<file path="src/rtl/interfpga_pkg.sv">
// Shared definitions for the 4-bit inter-FPGA nibble link (transmit and receive sides).
package interfpga_pkg;
  localparam int NIBBLE_W     = 4;
  localparam int BURST_CYCLES = 4;
  localparam int MIN_GAP      = 1;

  typedef enum logic [2:0] {
    IDLE = 3'd0,
    LO0  = 3'd1,
    LO1  = 3'd2,
    HI0  = 3'd3,
    HI1  = 3'd4,
    GAP  = 3'd5
  } link_state_t;
endpackage

</file>
<file path="src/rtl/interfpga_tx_fifo.sv">
// Synchronous byte FIFO for the link transmitter; combinational read of the head entry.
module interfpga_tx_fifo #(
  parameter int FIFO_DEPTH = 8,
  parameter int DATA_W     = 8
) (
  input  logic                          clk,
  input  logic                          reset,
  input  logic                          push,
  input  logic [DATA_W-1:0]             push_data,
  input  logic                          pop,
  output logic [DATA_W-1:0]             pop_data,
  output logic                          full,
  output logic                          empty,
  output logic [$clog2(FIFO_DEPTH):0]   level
);
  localparam int PW = $clog2(FIFO_DEPTH);

  logic [DATA_W-1:0] mem [FIFO_DEPTH];
  logic [PW-1:0]     wr_ptr;
  logic [PW-1:0]     rd_ptr;
  logic              push_ok;
  logic              pop_ok;

  assign full     = (level == (PW+1)'(FIFO_DEPTH));
  assign empty    = (level == '0);
  // No pass-through when full: a push is refused even if a pop happens this cycle.
  assign push_ok  = push & ~full;
  assign pop_ok   = pop & ~empty;
  assign pop_data = mem[rd_ptr];

  always_ff @(posedge clk) begin
    if (reset) begin
      wr_ptr <= '0;
      rd_ptr <= '0;
      level  <= '0;
    end else begin
      if (push_ok) wr_ptr <= wr_ptr + PW'(1);
      if (pop_ok)  rd_ptr <= rd_ptr + PW'(1);
      case ({push_ok, pop_ok})
        2'b10:   level <= level + (PW+1)'(1);
        2'b01:   level <= level - (PW+1)'(1);
        default: level <= level;
      endcase
    end
  end

  always_ff @(posedge clk) begin
    if (push_ok) mem[wr_ptr] <= push_data;
  end
endmodule

</file>
<file path="src/rtl/interfpga_link_tx.sv">
// Buffered nibble-link transmitter: FIFO, burst FSM, hold register and gap counter.
// Optional tx_count statistics output when INTERFPGA_TX_STATS_EN is defined.
module interfpga_link_tx
  import interfpga_pkg::*;
#(
  parameter int FIFO_DEPTH = 8,
  parameter int GAP_CYCLES = 1
) (
  input  logic                          clk,
  input  logic                          reset,
  input  logic [7:0]                    in_data,
  input  logic                          in_valid,
  output logic                          in_ready,
  input  logic                          hold,
  output logic [NIBBLE_W-1:0]           data_o,
  output logic                          ctrl_o,
  output logic                          busy,
  output logic [$clog2(FIFO_DEPTH):0]   level
`ifdef INTERFPGA_TX_STATS_EN
  ,
  output logic [15:0]                   tx_count
`endif
);
  localparam int GAP_EFF = (GAP_CYCLES < MIN_GAP) ? MIN_GAP : GAP_CYCLES;
  localparam int GW      = (GAP_EFF > 1) ? $clog2(GAP_EFF) : 1;

  link_state_t   state_q, state_d;
  logic [GW-1:0] gap_cnt_q, gap_cnt_d;
  logic [7:0]    byte_q, byte_d;
  logic [7:0]    fifo_data;
  logic          fifo_full;
  logic          fifo_empty;
  logic          pop;

  function automatic logic [NIBBLE_W:0] link_word(link_state_t s, logic [7:0] b);
    case (s)
      LO0, LO1: return {1'b1, b[3:0]};
      HI0, HI1: return {1'b1, b[7:4]};
      default:  return '0;
    endcase
  endfunction

  interfpga_tx_fifo #(
    .FIFO_DEPTH (FIFO_DEPTH),
    .DATA_W     (8)
  ) u_fifo (
    .clk       (clk),
    .reset     (reset),
    .push      (in_valid),
    .push_data (in_data),
    .pop       (pop),
    .pop_data  (fifo_data),
    .full      (fifo_full),
    .empty     (fifo_empty),
    .level     (level)
  );

  assign in_ready = ~fifo_full;
  assign busy     = ~fifo_empty | (state_q != IDLE);

  always_comb begin
    state_d   = state_q;
    gap_cnt_d = gap_cnt_q;
    byte_d    = byte_q;
    pop       = 1'b0;
    case (state_q)
      IDLE: begin
        // hold only gates the start of a burst; a burst in flight always completes.
        if (!fifo_empty && !hold) begin
          state_d = LO0;
          pop     = 1'b1;
          byte_d  = fifo_data;
        end
      end
      LO0: state_d = LO1;
      LO1: state_d = HI0;
      HI0: state_d = HI1;
      HI1: begin
        state_d   = GAP;
        gap_cnt_d = '0;
      end
      GAP: begin
        if (gap_cnt_q == GW'(GAP_EFF - 1)) state_d = IDLE;
        else                               gap_cnt_d = gap_cnt_q + GW'(1);
      end
      default: state_d = IDLE;
    endcase
  end

  // Link outputs are registered from the next state so ctrl_o rises on the popping edge.
  always_ff @(posedge clk) begin
    if (reset) begin
      state_q   <= IDLE;
      gap_cnt_q <= '0;
      ctrl_o    <= 1'b0;
      data_o    <= '0;
    end else begin
      state_q          <= state_d;
      gap_cnt_q        <= gap_cnt_d;
      {ctrl_o, data_o} <= link_word(state_d, byte_d);
    end
  end

  always_ff @(posedge clk) begin
    byte_q <= byte_d;
  end

`ifdef INTERFPGA_TX_STATS_EN
  always_ff @(posedge clk) begin
    if (reset)    tx_count <= '0;
    else if (pop) tx_count <= tx_count + 16'd1;
  end
`endif
endmodule

</file>
<file path="config.mk">
export PLATFORM = sky130hd
export DESIGN_NAME = interfpga_link_tx
export DESIGN_NICKNAME = d
export VERILOG_FILES = /design/src/rtl/interfpga_pkg.sv /design/src/rtl/interfpga_tx_fifo.sv /design/src/rtl/interfpga_link_tx.sv
export SDC_FILE = /design/constraint.sdc
export NUM_CORES = 1
export LEC_CHECK = 0
export CORE_MARGIN = 2
export CORE_UTILIZATION = 47
export CTS_BUF_LIST = sky130_fd_sc_hd__clkbuf_8
export CTS_CLUSTER_DIAMETER = 50
export DETAILED_ROUTE_END_ITERATION = 16
export MAX_ROUTING_LAYER = met4
export PLACE_DENSITY = 0.75
export SYNTH_ARGS = -nofsm -noshare
export SYNTH_HDL_FRONTEND = slang
export SYNTH_SLANG_ARGS = --single-unit
</file>
<file path="constraint.sdc">
create_clock -name clk -period 4.3 [get_ports clk]
set_input_delay 0.645 -clock clk [delete_from_list [all_inputs] [get_ports clk]]
set_output_delay 0.645 -clock clk [all_outputs]
set_load 0.02 [all_outputs]
</file>
Yosys cells after proc, flatten, opt, wreduce, memory -nomap -nowiden
Memory sizes are Yosys's and may differ from the RTL's. A register that Yosys moved wholly into a read port is not among the register bits.
Cells that the tools add are included.
{"block": "totals", "word_cells": 56, "ramBits": 64, "romBits": 0, "ff_bits": 27, "n_memories": 1, "latchBits": 0}
{"name": "u_fifo.mem", "words": 8, "width": 8, "read_ports": 1, "rd_clocked_by_memory_dff": 1, "write_ports": 1, "line_no": "interfpga_tx_fifo.sv:18", "source": "logic [DATA_W-1:0] mem [FIFO_DEPTH];"}
{"block": "op_classes", "bitwise_logic": 5, "n_reduce_logical": 10, "magnitude_cmp": 0, "shift": 0, "n_mul": 0, "addsub": 5, "n_div": 0, "muxes": 15, "n_eq_ne": 12}
{"op": "$pmux W3 S6", "n": 1}
{"op": "$mux W8", "n": 2}
{"op": "$eq A3 B2 Y1 const B", "n": 4}
{"op": "$mux W3", "n": 4}
{"op": "$pmux W5 S2", "n": 1}
{"op": "$eq A3 B3 Y1 const B", "n": 3}
{"op": "$pmux W4 S2", "n": 1}
{"op": "$add A3 B1 Y3 const B", "n": 2}
{"op": "$eq A3 B1 Y1 const B", "n": 2}
{"op": "$mux W1", "n": 5}
{"op": "$add A4 B1 Y4 const B", "n": 1}
{"op": "$eq A4 B4 Y1 const B", "n": 1}
{"op": "$logic_not A4 Y1", "n": 1}
{"op": "$reduce_bool A2 Y1", "n": 2}
{"op": "$reduce_or A2 Y1", "n": 2}
{"op": "$sub A4 B1 Y4 const B", "n": 1}
{"op": "$logic_not A3 Y1", "n": 1}
{"op": "$reduce_bool A3 Y1", "n": 1}
{"op": "$and A1 B1 Y1", "n": 2}
{"op": "$eq A2 B1 Y1 const B", "n": 1}
{"op": "$eq A2 B2 Y1 const B", "n": 1}
{"op": "$logic_not A1 Y1", "n": 2}
{"op": "$not A1 Y1", "n": 2}
{"op": "$pmux W1 S2", "n": 1}
{"op": "3 further kinds", "n": 3}

Depth between registers and ports, before layout
{"block": "logic_depth", "word_depth": 8, "depth_mapped": 12, "mapped_depth_nobuf": 10}

By module
Synthesis repeated with hierarchy kept, for this count alone.
{"block": "unflattened", "hier_cells": 224, "hier_area_um2": 3777.4}
{"mod": "interfpga_tx_fifo", "area_each_um2": 3126.7, "cells_each": 167, "seq_area_each_um2": 2182.1, "instances": 1}
{"mod": "interfpga_link_tx", "area_each_um2": 650.6, "cells_each": 57, "seq_area_each_um2": 320.3, "instances": 1}

Worst setup path after synthesis
No wires, ideal clock.
{"block": "synth_timing", "path_kind": "input to register", "start": "input hold", "end": "register u_fifo.level[3]", "required_ps": 4229, "setup_time_ps": 71, "slack_ps": 1447, "t_arrival_ps": 2782, "path_stages": 10, "path_cell_list": "or4_1 > buf_2 > buf_2 > inv_1 > ha_1 > ha_1 > a21oi_1 > a21oi_1 > or4_1 > a21oi_1"}
{"block": "synth_via", "elab_chain_len": 7}
{"element": "start, declared", "line_no": "interfpga_link_tx.sv:14", "source": "input logic hold,"}
{"element": "$logic_not A1 Y1 *", "line_no": "interfpga_link_tx.sv:69", "source": "if (!fifo_empty && !hold) begin"}
{"element": "$logic_and A1 B1 Y1 *", "line_no": "interfpga_link_tx.sv:69"}
{"element": "$mux W1 *", "line_no": "interfpga_link_tx.sv:69"}
{"element": "$mux W1 *", "line_no": "interfpga_link_tx.sv:66", "source": "case (state_q)"}
{"element": "$and A1 B1 Y1 *", "line_no": "interfpga_tx_fifo.sv:28", "source": "assign pop_ok = pop & ~empty;"}
{"element": "via u_fifo.pop_ok", "line_no": "interfpga_tx_fifo.sv:22", "source": "logic pop_ok;"}
{"element": "$eq A2 B1 Y1 or $eq A2 B2 Y1 (tied branches)", "line_no": "interfpga_tx_fifo.sv:39", "source": "case ({push_ok, pop_ok})"}
{"element": "$pmux W4 S2 or $reduce_bool A2 Y1 (tied branches)"}
{"element": "end signal, assigned", "line_no": "interfpga_tx_fifo.sv:40", "source": "2'b10: level <= level + (PW+1)'(1);"}
{"element": "end signal, assigned", "line_no": "interfpga_tx_fifo.sv:41", "source": "2'b01: level <= level - (PW+1)'(1);"}
{"element": "end signal, assigned", "line_no": "interfpga_tx_fifo.sv:42", "source": "default: level <= level;"}
{"element": "end, declared", "line_no": "interfpga_tx_fifo.sv:14", "source": "output logic [$clog2(FIFO_DEPTH):0] level"}
The timed path passes the listed nets; every way through them passes the cells marked *.
A chain may end at the register's enable or synchronous reset.

Worst setup path after layout
Same ends and word-level chain as after synthesis.

==> impl_metrics.env <==
export IMPL_diodes=0
export IMPL_fin_nets=272
export IMPL_critPathMaxFanout=25
export IMPL_cts_root_buffer="clkbuf_8"
export IMPL_area_growth_pct=14.38
export IMPL_hold_class="register to register"
export IMPL_synth_seq_area_share=0.6913
export IMPL_synthCells=231
export IMPL_chipWidth_um=91.76
export IMPL_drc=0
export IMPL_die_h_um=91.76
export IMPL_worst_pin_slew_ns=1.090
export IMPL_hold_viol_final=0
export IMPL_die_area_sq_um=8420
export IMPL_initial_core_util=0.4758
export IMPL_ir_drop_uv=285.6
export IMPL_antenna_left=0
export IMPL_clk_path_buf_depth=2
export IMPL_layout_drive_gt1_share=0.1390
export IMPL_utilization=0.5442
export IMPL_crit_type="input pin to register"
export IMPL_synth_main_ff_cell="edfxtp_1"
export IMPL_powerDensity_nw_per_um2=581.1
export IMPL_cts_tree="built"
export IMPL_total_power_mw=2.406
export IMPL_place_congestion=0.7630
export IMPL_slew_headroom=0.2722
export IMPL_post_cts_setup_buffers=0
export IMPL_io_buffers=22
export IMPL_status="complete, no violations"
export IMPL_dp_slack_ns=0.9953
export IMPL_drt_first_pass_iters=4
export IMPL_dp_hpwl_um=3893
export IMPL_vias_per_cell=5.233
export IMPL_fin_skew_ns=0.01060
export IMPL_setup_ws_ns=1.353
export IMPL_async_flop_share=0
export IMPL_cap_violations=0
export IMPL_cts_resized=0
export IMPL_grt_max_degree=26
export IMPL_grt_pass1_vias=1869
export IMPL_finalSetupViolations=0
export IMPL_cp_end_kind="register"
export IMPL_fin_crit_ns=2.947
export IMPL_cts_hold_buf=0
export IMPL_grt_overflow=0
export IMPL_fin_crit_sh=0.6854
export IMPL_antenna_found_initial=0
export IMPL_coreArea_sq_um=7607
export IMPL_clkLatencyLatePin_ns=0.35
export IMPL_grt_usage=0.1581
export IMPL_numCtsBuffers=9
export IMPL_drt_iter0_markers=84
export IMPL_pin_count=23
export IMPL_routed_wl_um=5925
export IMPL_cts_htree_levels=3
export IMPL_required_ns=4.57
export IMPL_rows=32
export IMPL_cts_sinks=93
export IMPL_tns_ns=0
export IMPL_max_freq_mhz=339.3
export IMPL_slew_violations=0
export IMPL_hold_ws_ns=0.4638
export IMPL_layout_common_cells="64 x edfxtp_1, 29 x dfxtp_1, 22 x clkdlybuf4s50_1"
export IMPL_layout_commonest_cell="edfxtp_1"
export IMPL_vias=1889
export IMPL_ys_ff_latch=93
export IMPL_fill_cells=621
export IMPL_synth_area_sq_um=3620
export IMPL_grt_first_pass_wirelength_um=9611
export IMPL_yosys_warnings=0
export IMPL_wire_per_inst_um=16.41
export IMPL_worstSetupStartpointType="input pin"
export IMPL_rsz0062_at_grt="false"
export IMPL_syn_area_per_cell_sq_um=15.67
export IMPL_power_leakage_nw=1.362
export IMPL_clkTransAtPathRegs_ns=0.09
export IMPL_arrival_ns=3.22
export IMPL_synth_edff_count=64
export IMPL_syn_nets=249
export IMPL_ys_types=36
## stage by stage
stage | instance area [sq um] | std cells
floorplan | 3620 | 231
global placement | 3919 | 345
detailed placement | 3919 | 345
CTS | 4140 | 361
global route | 4140 | 361
finish | 4140 | 361
## per-layer routing
metal / global-route usage / vias to the layer above / wire [um]
met5: - / - / 0
met4: 0.05224 / 0 / 32
met3: 0.04026 / 4 / 242
met2: 0.2574 / 36 / 3020
met1: 0.1955 / 930 / 2630
li1: - / 919 / -
## kinds of logic (layout without fill, tap and decap cells)
kind of cell             Yosys count  in the layout  share of synthesized area
XOR/XNOR                           6              6                    0.01452
adder cells (fa/ha/maj)            6              6                    0.02281
AO/OA/AOI/OAI                     28             28                    0.04701
flip-flops                        93             93                     0.6913
multiplexers                      25             25                     0.1244
AND/OR/NAND/NOR                   56             56                    0.07605
buffers and inverters             17             45                    0.02385
## power by group
group	switching, mW	total [mW]	internal, mW
Combinational	0.286	0.595	0.309
Clock	0.295	0.626	0.330
Sequential	0.115	1.19	1.07
Total	0.697	2.41	1.71
## sequential cells by signal, indices dropped and copies added (netlist names), named ones only
| signal | flops |
|---|---|
| u_fifo.mem | 64 |
| u_fifo.wr_ptr | 3 |
| u_fifo.rd_ptr | 3 |
| byte_q | 8 |
| data_o | 4 |
| ctrl_o | 1 |
| u_fifo.level | 4 |
| state_q | 3 |
## worst max-delay path, cell delays in order
cell and delay [ns]:
clkdlybuf4s50_1 0.43, or4_1 0.50, buf_4 0.22, inv_1 0.08, ha_1 0.18, ha_1 0.27, a21oi_1 0.19, a21oi_1 0.10
or4_1 0.46, a21oi_1 0.14
## synth_stat cells (all sizes together) (4+ instances only)
cell | instances | area [sq um]
nor2 | 17 | 63.81
mux4 | 16 | 360.4
edfxtp | 64 | 1922
ha | 5 | 62.56
nor2b | 5 | 31.28
a22oi | 4 | 30.03
nand2 | 14 | 52.55
clkbuf | 5 | 18.77
nor3 | 4 | 20.02
mux2i | 9 | 90.09
inv | 4 | 15.01
o21ai | 8 | 40.04
nand3 | 4 | 20.02
a21oi | 9 | 45.04
dfxtp | 29 | 580.6
xor2 | 4 | 35.03
buf | 8 | 52.55
o22ai | 4 | 25.02
## area by class of cell
| class | instances | area (sq um) | area share |
|---|---|---|---|
| clock buffer | 9 | 123.9 | 0.02992 |
| clock inverter | 7 | 97.59 | 0.02357 |
| inverter | 4 | 15.01 | 0.003626 |
| multi-input combinational | 121 | 1031 | 0.2490 |
| sequential | 93 | 2502 | 0.6044 |
| tap | 102 | 127.6 | 0.03082 |
| timing repair buffer | 25 | 242.7 | 0.05863 |
## path summary, 6_finish.rpt
kind	endpoint	slack, ns	startpoint	cells past startpoint
setup / recovery	u_fifo.level[3]	1.35	hold	10
hold / removal	byte_q[2]	0.46	byte_q[2]	2
setup reg to reg	u_fifo.level[3]	1.38	u_fifo.level[0]	10
hold reg to reg	byte_q[2]	0.46	byte_q[2]	2
Power figures use the tool's default switching activity.
==> variant (same flow settings) <==
`FIFO_DEPTH` is set to 8 in 2 places; all go to 4.
--- a/src/rtl/interfpga_tx_fifo.sv
+++ b/src/rtl/interfpga_tx_fifo.sv
@@ -2,3 +2,3 @@
 module interfpga_tx_fifo #(
-  parameter int FIFO_DEPTH = 8,
+  parameter int FIFO_DEPTH = 4,
   parameter int DATA_W     = 8
--- a/src/rtl/interfpga_link_tx.sv
+++ b/src/rtl/interfpga_link_tx.sv
@@ -5,3 +5,3 @@
 #(
-  parameter int FIFO_DEPTH = 8,
+  parameter int FIFO_DEPTH = 4,
   parameter int GAP_CYCLES = 1
Interface: changed (resized level); port bits go from 23 to 22. No check against the original RTL was run, so the function may have changed too.
==> variant against the unedited design <==
Global-route usage up 0.73 points. Combinational power down 14%. Highest routed layer unchanged. Final cell count is 39% lower. Total power is 27% lower. Clock power decreased by 27%. Sequential cell count fell by 36. Design area down 36%. Wire length is 38% lower. Worst setup slack better by 230 ps. Clock skew decreased by 6.2 ps. Area after synthesis shrank 39%.
==> variant: results (changes against the unedited design) <==
* Met2 Usage GRT at 26.9% (+1.1 points)
* Place WS at 1270 ps (+271 ps)
* Routability cong. at 0.761 (-0.21%)
* Mapped Cells at 136 (-41%)
* GR met3 Demand/Resource at 4.56% (+0.53 points)
* Status: finished, final reports clean
* Synth cell types at 31 (-14%)
* Seq/Total Area, Yosys at 66.0% (-3.1 points)
* Inst Count DP at 205 (-41%)
* Worst Path Max Fanout at 12 (-52%)
* CP max-delay cell: clkdlybuf4s50_1
* Number of flops mapped to enable cells by yosys at 32 (-50%)
* Vias at 1194 (-37%)
* Mapped Nets at 154 (-38%)
* Clock-pin slew on the worst setup and hold paths at 60 ps (-30 ps)
* GR Util met1 at 18.1% (-1.4 points)
* Clk Latency, worst-skew pair at 320 ps (-30 ps)
* Arrival time at the worst endpoint at 2960 ps (-260 ps)
* Fin nets at 182 (-33%)
* Slowest stage delay, CP at 470 ps (-30 ps)
* First-pass GRT wire length at 6.01 mm (-37%)
* Largest net degree at the start of global routing at 13 (-50%)
* Rel. slew slack at 63.5% (+36 points)
* Fin Clk Skew at 4.37 ps (-6.23 ps)
* Biggest regs: u_fifo.mem (32), byte_q (8), data_o (4)
* Average wire per standard cell at 16.7 um (+1.8%)
* GRT Total Usage at 16.5% (+0.73 points)
* Synth area leaders: edfxtp_1 (43%), dfxtp_1 (23%), mux4_2 (8.1%)
[variant: report_power, final]
| part | switching (mW) | total (mW) | internal [mW] | leakage (nW) |
|---|---|---|---|---|
| combinational | 0.237 | 0.513 | 0.277 | 0.351 |
| sequential | 0.0816 | 0.780 | 0.699 | 0.500 |
| clock | 0.199 | 0.460 | 0.261 | 0.0962 |
[variant: metal layers]
layer  part of all wire [%]  wire length, um
met1                     43             1580
met2                     53             1950
met3                    3.0              109
met4                    1.6               59
met5                      0                0
[variant: cell type report]
class / instances / area (sq um)
clock buffers: 9 / 124
clock inverters: 7 / 61.3
fillers: 339 / 1800
inverters: 7 / 26.3
multi-input cells: 67 / 693
flip-flops and latches: 57 / 1460
well taps: 52 / 65.1
repair buffers: 22 / 218
[variant: worst paths after layout]
kind | depth (start not counted) | slack, ps | end | startpoint
setup / recovery | 9 | 1580 | u_fifo.level[2] | hold
hold / removal | 1 | 480 | byte_q[7] | byte_q[7]
setup reg to reg | 9 | 1710 | u_fifo.level[2] | u_fifo.level[2]
hold reg to reg | 1 | 480 | byte_q[7] | byte_q[7]
[variant: cell families after synthesis]
family          Yosys count  share of synthesized area, %
mux                      16                          13.2
compound gates           14                          4.86
flops                    57                          66.0
xor+xnor                  5                          1.98
buf+inv                  12                          2.71
simple gates             26                          7.51
fa+ha+maj                 6                          3.73
[variant: stage by stage]
| step | total power [mW] | area, sq um | util, % |
|---|---|---|---|
| 2_1_floorplan | 1.14 | 2210 | - |
| 3_3_place_gp | 1.28 | 2460 | 55.4 |
| 3_5_place_dp | 1.30 | 2460 | 55.4 |
| 4_1_cts | 1.77 | 2650 | 59.6 |
| 5_1_grt | 1.84 | 2650 | 59.6 |
| 6_report | 1.75 | 2650 | 59.6 |
